**src/rtl/transfer_responder_if.sv**
```systemverilog
// Transfer responder bus interface.
// Carries the control-word handshake, the memory request/acknowledge
// channel and the load/store completion strobes between a requester
// (master) and the transfer responder (slave).
//   controlWord/cwValid/cwReady/address/storeData : control word handshake
//   memRequest/memWrite/memAddress/memWriteData    : memory request side
//   memReadData/memAck                             : memory response side
//   loadData/loadValid/destReg/storeDone/error/busy: completion status
interface transfer_responder_if #(
  parameter int ADDR_W = 64
);
  logic [28:0]       controlWord;
  logic              cwValid;
  logic              cwReady;
  logic [ADDR_W-1:0] address;
  logic [ADDR_W-1:0] storeData;
  logic              memRequest;
  logic              memWrite;
  logic [ADDR_W-1:0] memAddress;
  logic [ADDR_W-1:0] memWriteData;
  logic [ADDR_W-1:0] memReadData;
  logic              memAck;
  logic [ADDR_W-1:0] loadData;
  logic              loadValid;
  logic [4:0]        destReg;
  logic              storeDone;
  logic              error;
  logic              busy;

  modport slave (
    input  controlWord, cwValid, address, storeData, memReadData, memAck,
    output cwReady, memRequest, memWrite, memAddress, memWriteData,
           loadData, loadValid, destReg, storeDone, error, busy
  );

  modport master (
    output controlWord, cwValid, address, storeData, memReadData, memAck,
    input  cwReady, memRequest, memWrite, memAddress, memWriteData,
           loadData, loadValid, destReg, storeDone, error, busy
  );
endinterface

```
**src/rtl/transfer_responder.sv**
```systemverilog
// Transfer responder.
// Accepts a decoded control word with its effective address and store
// data, classifies it as LOAD, STORE or NOP, and runs the memory access:
// one request phase (ACCESS) bounded by a wait counter, followed by a
// single-cycle completion (RESP) or error (FAULT) strobe.
//   clock : rising-edge clock
//   reset : asynchronous active-high reset
//   bus   : transfer_responder_if slave modport (handshake, memory, status)
// All outputs are driven from registers.
module transfer_responder #(
  parameter int TIMEOUT = 15,
  parameter int ADDR_W  = 64
) (
  input  logic                 clock,
  input  logic                 reset,
  transfer_responder_if.slave  bus
);

  typedef enum logic [1:0] {
    IDLE   = 2'd0,
    ACCESS = 2'd1,
    RESP   = 2'd2,
    FAULT  = 2'd3
  } state_t;

  localparam logic [3:0] TIMEOUT_C = 4'(TIMEOUT);

  state_t            state_r;
  logic [3:0]        wait_cnt_r;
  logic              is_store_r;
  logic [4:0]        dest_reg_r;
  logic [ADDR_W-1:0] addr_r;
  logic [ADDR_W-1:0] store_data_r;
  logic [ADDR_W-1:0] load_data_r;
  logic              cw_ready_r;
  logic              busy_r;
  logic              mem_request_r;
  logic              mem_write_r;
  logic              load_valid_r;
  logic              store_done_r;
  logic              error_r;

  logic              ramw_s;
  logic              is_load_s;
  logic              is_xfer_s;
  logic              aligned_s;
  logic [3:0]        wait_cnt_next_s;

  // Decode of the incoming control word; only meaningful in IDLE.
  assign ramw_s          = bus.controlWord[5];
  assign is_load_s       = !ramw_s && (bus.controlWord[4:3] == 2'b01) && bus.controlWord[6];
  assign is_xfer_s       = ramw_s || is_load_s;
  assign aligned_s       = (bus.address[2:0] == 3'b000);
  assign wait_cnt_next_s = wait_cnt_r + 4'd1;

  // Transfer FSM with all outputs registered alongside the state.
  always_ff @(posedge clock or posedge reset) begin
    if (reset) begin
      state_r       <= IDLE;
      wait_cnt_r    <= 4'd0;
      is_store_r    <= 1'b0;
      dest_reg_r    <= 5'd0;
      addr_r        <= '0;
      store_data_r  <= '0;
      load_data_r   <= '0;
      cw_ready_r    <= 1'b1;
      busy_r        <= 1'b0;
      mem_request_r <= 1'b0;
      mem_write_r   <= 1'b0;
      load_valid_r  <= 1'b0;
      store_done_r  <= 1'b0;
      error_r       <= 1'b0;
    end else begin
      // Strobes are single-cycle unless re-asserted below.
      load_valid_r <= 1'b0;
      store_done_r <= 1'b0;
      error_r      <= 1'b0;
      case (state_r)
        IDLE: begin
          if (bus.cwValid) begin
            // Every acceptance latches the word, including a NOP.
            is_store_r   <= ramw_s;
            dest_reg_r   <= bus.controlWord[26:22];
            addr_r       <= bus.address;
            store_data_r <= bus.storeData;
            if (is_xfer_s && aligned_s) begin
              state_r       <= ACCESS;
              wait_cnt_r    <= 4'd0;
              mem_request_r <= 1'b1;
              mem_write_r   <= ramw_s;
              cw_ready_r    <= 1'b0;
              busy_r        <= 1'b1;
            end else if (is_xfer_s) begin
              // Misaligned: report immediately, never touch memory.
              state_r    <= FAULT;
              error_r    <= 1'b1;
              cw_ready_r <= 1'b0;
              busy_r     <= 1'b1;
            end else begin
              state_r <= IDLE;
            end
          end else begin
            state_r <= IDLE;
          end
        end
        ACCESS: begin
          // Acknowledge wins over a timeout reached in the same cycle.
          if (bus.memAck) begin
            state_r       <= RESP;
            mem_request_r <= 1'b0;
            mem_write_r   <= 1'b0;
            if (is_store_r) begin
              store_done_r <= 1'b1;
            end else begin
              load_valid_r <= 1'b1;
              load_data_r  <= bus.memReadData;
            end
          end else if (wait_cnt_next_s == TIMEOUT_C) begin
            state_r       <= FAULT;
            wait_cnt_r    <= wait_cnt_next_s;
            mem_request_r <= 1'b0;
            mem_write_r   <= 1'b0;
            error_r       <= 1'b1;
          end else begin
            wait_cnt_r <= wait_cnt_next_s;
          end
        end
        RESP, FAULT: begin
          state_r    <= IDLE;
          cw_ready_r <= 1'b1;
          busy_r     <= 1'b0;
        end
        default: begin
          state_r       <= IDLE;
          wait_cnt_r    <= 4'd0;
          cw_ready_r    <= 1'b1;
          busy_r        <= 1'b0;
          mem_request_r <= 1'b0;
          mem_write_r   <= 1'b0;
        end
      endcase
    end
  end

  assign bus.cwReady      = cw_ready_r;
  assign bus.busy         = busy_r;
  assign bus.memRequest   = mem_request_r;
  assign bus.memWrite     = mem_write_r;
  assign bus.memAddress   = addr_r;
  assign bus.memWriteData = store_data_r;
  assign bus.loadData     = load_data_r;
  assign bus.loadValid    = load_valid_r;
  assign bus.destReg      = dest_reg_r;
  assign bus.storeDone    = store_done_r;
  assign bus.error        = error_r;

endmodule

```
**src/flat_wrapper.sv**
```systemverilog
// flat-port wrapper written by rule: the top's interface ports become plain ports
module transfer_responder_flat 
#(
  parameter int TIMEOUT = 15,
  parameter int ADDR_W  = 64
)
  (clock, reset, bus_controlWord, bus_cwValid, bus_address, bus_storeData, bus_memReadData, bus_memAck, bus_cwReady, bus_memRequest, bus_memWrite, bus_memAddress, bus_memWriteData, bus_loadData, bus_loadValid, bus_destReg, bus_storeDone, bus_error, bus_busy);
  transfer_responder_if #(.ADDR_W(ADDR_W)) bus_i ();
  input  logic clock;
  input  logic reset;
  input wire logic [$bits(bus_i.controlWord)-1:0] bus_controlWord;
  input wire logic [$bits(bus_i.cwValid)-1:0] bus_cwValid;
  input wire logic [$bits(bus_i.address)-1:0] bus_address;
  input wire logic [$bits(bus_i.storeData)-1:0] bus_storeData;
  input wire logic [$bits(bus_i.memReadData)-1:0] bus_memReadData;
  input wire logic [$bits(bus_i.memAck)-1:0] bus_memAck;
  output wire logic [$bits(bus_i.cwReady)-1:0] bus_cwReady;
  output wire logic [$bits(bus_i.memRequest)-1:0] bus_memRequest;
  output wire logic [$bits(bus_i.memWrite)-1:0] bus_memWrite;
  output wire logic [$bits(bus_i.memAddress)-1:0] bus_memAddress;
  output wire logic [$bits(bus_i.memWriteData)-1:0] bus_memWriteData;
  output wire logic [$bits(bus_i.loadData)-1:0] bus_loadData;
  output wire logic [$bits(bus_i.loadValid)-1:0] bus_loadValid;
  output wire logic [$bits(bus_i.destReg)-1:0] bus_destReg;
  output wire logic [$bits(bus_i.storeDone)-1:0] bus_storeDone;
  output wire logic [$bits(bus_i.error)-1:0] bus_error;
  output wire logic [$bits(bus_i.busy)-1:0] bus_busy;
  assign bus_i.controlWord = bus_controlWord;
  assign bus_i.cwValid = bus_cwValid;
  assign bus_i.address = bus_address;
  assign bus_i.storeData = bus_storeData;
  assign bus_i.memReadData = bus_memReadData;
  assign bus_i.memAck = bus_memAck;
  assign bus_cwReady = bus_i.cwReady;
  assign bus_memRequest = bus_i.memRequest;
  assign bus_memWrite = bus_i.memWrite;
  assign bus_memAddress = bus_i.memAddress;
  assign bus_memWriteData = bus_i.memWriteData;
  assign bus_loadData = bus_i.loadData;
  assign bus_loadValid = bus_i.loadValid;
  assign bus_destReg = bus_i.destReg;
  assign bus_storeDone = bus_i.storeDone;
  assign bus_error = bus_i.error;
  assign bus_busy = bus_i.busy;
  transfer_responder #(.TIMEOUT(TIMEOUT), .ADDR_W(ADDR_W)) u_core (.clock(clock), .reset(reset), .bus(bus_i));
endmodule
```
**config.mk**
```make
export PLATFORM = sky130hd
export DESIGN_NAME = transfer_responder_flat
export DESIGN_NICKNAME = d
export VERILOG_FILES = /design/src/rtl/transfer_responder_if.sv /design/src/rtl/transfer_responder.sv /design/src/flat_wrapper.sv
export SDC_FILE = /design/constraint.sdc
export NUM_CORES = 1
export LEC_CHECK = 0
export ABC_CLOCK_PERIOD_IN_PS = 7100
export CAP_MARGIN = 20
export CORE_AREA = 2 2 165 167
export DETAILED_ROUTE_END_ITERATION = 6
export DIE_AREA = 0 0 167 169
export GPL_TIMING_DRIVEN = 0
export SYNTH_ARGS = -nofsm -noshare
export SYNTH_HDL_FRONTEND = slang
export SYNTH_SLANG_ARGS = --single-unit
```
**constraint.sdc**
```tcl
create_clock -name clock -period 7.1 [get_ports clock]
set_input_delay 0.71 -clock clock [delete_from_list [all_inputs] [get_ports clock]]
set_output_delay 0.71 -clock clock [all_outputs]
set_load 0.005 [all_outputs]
```
# ---- After elaboration in Yosys (flattened, before gate mapping)
# Cells that the tools add are included.
dict set report op_classes {
  mux 38
  bitwise_logic 1
  reduce_logical 15
  n_addsub 1
  n_eq_ne 10
}
# operator n
set op_table {}
lappend op_table {{$mux 1} 23}
lappend op_table {{$mux 4} 3}
lappend op_table {{$mux 2} 5}
lappend op_table {{$pmux 1 s2} 5}
lappend op_table {{$pmux 4 s2} 1}
lappend op_table {{$reduce_and 4->1} 2}
lappend op_table {{$pmux 2 s3} 1}
lappend op_table {{$reduce_and 3->1} 2}
lappend op_table {{$add 4x1->4 const B} 1}
lappend op_table {{$eq 2x1->1 const B} 2}
lappend op_table {{$eq 2x2->1 const B} 2}
lappend op_table {{$eq 4x4->1 const B} 1}
lappend op_table {{$ne 2x2->1 const B} 2}
lappend op_table {{$reduce_bool 2->1} 2}
lappend op_table {{$logic_and 1x1->1} 3}
lappend op_table {{$logic_not 3->1} 1}
lappend op_table {{$ne 3x1->1 const B} 1}
lappend op_table {{$ne 3x2->1 const B} 1}
lappend op_table {{$logic_not 2->1} 1}
lappend op_table {{$ne 2x1->1 const B} 1}
lappend op_table {{$reduce_and 2->1} 1}
lappend op_table {{$reduce_or 2->1} 1}
lappend op_table {{$logic_not 1->1} 1}
lappend op_table {{$logic_or 1x1->1} 1}
lappend op_table {{$not 1->1} 1}
dict set report word_totals {
  elab_cells 79
  regBits 211
}

# ---- Logic depth before layout (Yosys ltp)
dict set report depth {
  ltp_word 8
  mapped_depth 6
  depth_no_buf 5
}

# ---- Worst setup path after synthesis
# OpenSTA, ideal clock, no wires.
dict set report synth_path {
  kind {input -> register}
  startpoint {in bus_cwValid}
  endpoint {reg u_core.addr_r[28], in the netlist u_core.bus.memAddress[28]}
  slack_ps 5250
  t_arrival_ps 1725
  cell_stages 5
  cell_sequence {nor3b_1 -> buf_2 -> buf_2 -> buf_4 -> mux2_2}
}
dict set report synth_via {
  elab_chain_len 1
}
# element line_no
set synth_lines {}
lappend synth_lines {{start: declaration} flat_wrapper.sv:12} ;# input wire logic [$bits(bus_i.cwValid)-1:0] bus_cwValid;
lappend synth_lines {{$reduce_and 2->1 (no line)} -}
lappend synth_lines {{end signal: assignment} transfer_responder.sv:84} ;# addr_r <= bus.address;
lappend synth_lines {{end: declaration} transfer_responder.sv:32} ;# logic [ADDR_W-1:0] addr_r;
# No other way between the ends.
# A chain may end at the register's enable or synchronous reset.

# ---- Worst setup path in the final report
dict set report layout_path {
  startpoint {reg u_core.cw_ready_r, in the netlist u_core.bus.cwReady}
  endpoint {out bus_cwReady}
}
# element line_no
set layout_rtl {}
lappend layout_rtl {{start: declaration} transfer_responder.sv:35} ;# logic cw_ready_r;
lappend layout_rtl {{start signal: assignment} transfer_responder.sv:66} ;# cw_ready_r <= 1'b1;
lappend layout_rtl {{start signal: assignment} transfer_responder.sv:91} ;# cw_ready_r <= 1'b0;
lappend layout_rtl {{start signal: assignment} transfer_responder.sv:97} ;# cw_ready_r <= 1'b0;
lappend layout_rtl {{end: declaration} flat_wrapper.sv:17} ;# output wire logic [$bits(bus_i.cwReady)-1:0] bus_cwReady;
# No word-level cell between the ends.

==> results.json <==
{
  "fp.dieW_um": 167,
  "drc": 0,
  "p_per_area_nw_per_um2": 365.7,
  "cts_setup_buffers": 0,
  "r2r_end": "u_core.bus.loadData[14]$_DFFE_PP0P_",
  "min_from": "u_core.bus.loadData[63]$_DFFE_PP0P_",
  "io_buffers": 408,
  "path_depth": 1,
  "cts_resized": 0,
  "synth_edf_count": 0,
  "first_pass_iters": 4,
  "finalCritPeriodShare": 0.3174,
  "num_rows": 60,
  "ir_drop_v": 0.0002110,
  "synth_area_sq_um": 8033,
  "drive_above_1_share": 0.2283,
  "fin_util": 0.5031,
  "async_reset_ff_frac": 1.000,
  "r2r_cells": 6,
  "timing.critical_path.slowest_cell_delay_ns": 0.52,
  "synth_commonest_cells": "dfrtp_1 (210), mux2_2 (149), mux2_1 (49)",
  "ys_ff_latch": 211,
  "cpMaxStageDelayCell": "dfstp_2",
  "grt_max_degree": 108,
  "routed_wl_um": 22800,
  "ys_seq_area_frac": 0.6575,
  "critPathArrivalTime_ns": 1.54,
  "cp-start-kind": "flop",
  "antenna_cells": 0,
  "setup_viol": 0,
  "fin_tns_setup_ns": 0,
  "area_growth_pct": 65.98,
  "final_area_sq_um": 13330,
  "initialDrtViolationCount": 234,
  "dp_hpwl_um": 17110,
  "hp-class": "reg -> reg",
  "period_minus_slack_ns": 2.253,
  "die_area_sq_um": 28220,
  "p_leak_nw": 5.523,
  "overflow": 0,
  "yosysTopAreaCell": "dfrtp_1",
  "critPathBufInv": 1,
  "worstHoldPathCells": 1,
  "yosysWarnings": 0,
  "syn_area_per_cell_sq_um": 16.67,
  "synth_cell_types": 37,
  "crit_chain": "clkdlybuf4s50_1",
  "root_buffer": "clkbuf_16",
  "htreeDepth": 1,
  "grt_usage": 0.1567,
  "insertion_delay_ns": 0.51,
  "synth.most_common_cell": "dfrtp_1",
  "fmax_mhz": 443.8,
  "ioPinCount": 429,
  "worstPathMaxFanout": 2,
  "path_delay_family": "flip-flops",
  "fp.coreArea_sq_um": 26500,
  "numCtsBuffers": 24,
  "clock-sinks": 211,
  "routed_via_density": 4.390,
  "status": "complete, no violations",
  "cts_tree": "done",
  "critPathCaptureType": "output pin",
  "antenna_found_initial": 0,
  "clock_path_buffers": 3,
  "detail-route-antenna-nets": 0,
  "r2r_slack_ns": 5.15,
  "gp_congestion": 0.7363,
  "ys.flop_type": "dfrtp_1",
  "reg2reg_from": "u_core.state_r[0]$_DFFE_PP0P_",
  "grt_pass1_wl_um": 35000,
  "die_h_um": 169,
  "post-place-ws_ns": 4.467,
  "path_class": "reg -> out",
  "setup_ws_ns": 4.847,
  "wire_per_inst_um": 17.90,
  "clk_pin_slew_ns": 0.06,
  "initial_utilization": 0.3031,
  "finalNetCount": 1144,
  "hold_buffers": 0,
  "critPathRequiredTime_ns": 6.39,
  "hold_viol": 0,
  "dpl_cell_area_sq_um": 12580,
  "synth_area_leaders": "dfrtp_1 (65%), mux2_2 (21%), mux2_1 (6.9%)",
  "grt_setup_unrepaired": "no",
  "worst_hold_slack_ns": 0.4817,
  "maxCapViolCount": 0,
  "vias": 5593,
  "synth_nets": 709,
  "slew_headroom": 0.4785,
  "fin_skew_ns": 0.01242,
  "syn_inst": 482,
  "synth_top_cell_area_share": 0.6542,
  "hold_end": "u_core.bus.loadData[63]$_DFFE_PP0P_",
  "finalMaxSlewViolations": 0,
  "worstMarginPinSlew_ns": 0.7823,
  "grt_pass1_vias": 5854
}
==> layout by cell type (no fill, tap or decap), types with 2 or more instances in the layout <==
master / Yosys / layout
buf_2: 10 / 10
a21o_1: 2 / 2
nor2_1: 3 / 3
nor2b_1: 3 / 3
ha_1: 2 / 2
o21a_1: 2 / 2
clkinv_2: 0 / 4
nand2_1: 6 / 6
clkbuf_8: 0 / 6
nand3_1: 2 / 2
clkbuf_1: 0 / 7
mux2_1: 49 / 49
o31ai_1: 2 / 2
clkbuf_16: 0 / 25
buf_8: 5 / 5
clkdlybuf4s50_1: 0 / 408
a21oi_1: 2 / 2
buf_4: 6 / 6
mux2i_1: 2 / 2
mux2_2: 149 / 149
inv_1: 6 / 5
o21ai_0: 2 / 2
dfrtp_1: 210 / 210
==> state kept, by name (all words and copies together), names as in the netlist, 2 cells and up <==
| name | count |
|---|---|
| u_core.bus.destReg | 5 |
| u_core.state_r | 2 |
| u_core.bus.loadData | 64 |
| u_core.bus.memWriteData | 64 |
| u_core.wait_cnt_r | 4 |
| u_core.bus.memAddress | 64 |
==> power breakdown <==
group / internal [W] / switching [W]
combinational: 0.00124 / 0.000534
sequential: 0.00168 / 0.000242
clock: 0.000704 / 0.000481
total: 0.00362 / 0.00126
==> worst max path at each step <==
stage | start | end
after floorplan | reset | u_core.bus.busy$_DFFE_PP0P_
after global placement | reset | u_core.bus.destReg[4]$_DFFE_PP0P_
after detailed placement | bus_cwValid | u_core.bus.memWriteData[24]$_DFFE_PP0P_
after CTS | u_core.bus.cwReady$_DFFE_PP1P_ | bus_cwReady
after global routing | u_core.bus.cwReady$_DFFE_PP1P_ | bus_cwReady
final | u_core.bus.cwReady$_DFFE_PP1P_ | bus_cwReady
==> through the flow <==
step           cells  power [W]
2_1_floorplan    482   0.002516
3_3_place_gp    1231   0.003725
3_5_place_dp    1232   0.003747
4_1_cts         1274   0.004975
5_1_grt         1274   0.005170
6_report        1274   0.004876
==> layout make-up <==
class                   instances  area [sq um]
fillers                      2369         13170
flip-flops and latches        211          5281
repair buffers                409          4111
multi-input cells             243          2547
clock buffers                  38         734.5
well taps                     341         426.7
plain buffers                  22         181.4
inverters                       6         30.03
clock inverters                 4         20.02
==> per-layer routing <==
metal | GRT usage | wire length (um) | vias to the layer above
li1 | - | - | 2579
met1 | 0.1894 | 9144 | 2735
met2 | 0.2678 | 11090 | 250
met3 | 0.05401 | 2146 | 29
met4 | 0.04085 | 426 | 0
met5 | 0 | 0 | -
==> kinds of logic (layout without fill, tap and decap cells) <==
| group | count (synthesis) | after routing | synth area share |
|---|---|---|---|
| AOI/OAI and AO/OA | 19 | 19 | 0.01869 |
| xor gates and xnor gates | 2 | 2 | 0.002181 |
| adders and majority gates | 2 | 2 | 0.003115 |
| buffers and inverters | 28 | 479 | 0.02539 |
| DFF | 211 | 211 | 0.6575 |
| muxes | 200 | 200 | 0.2801 |
| and+or+nand+nor | 20 | 20 | 0.01309 |
(Power assumes the default switching activity.)
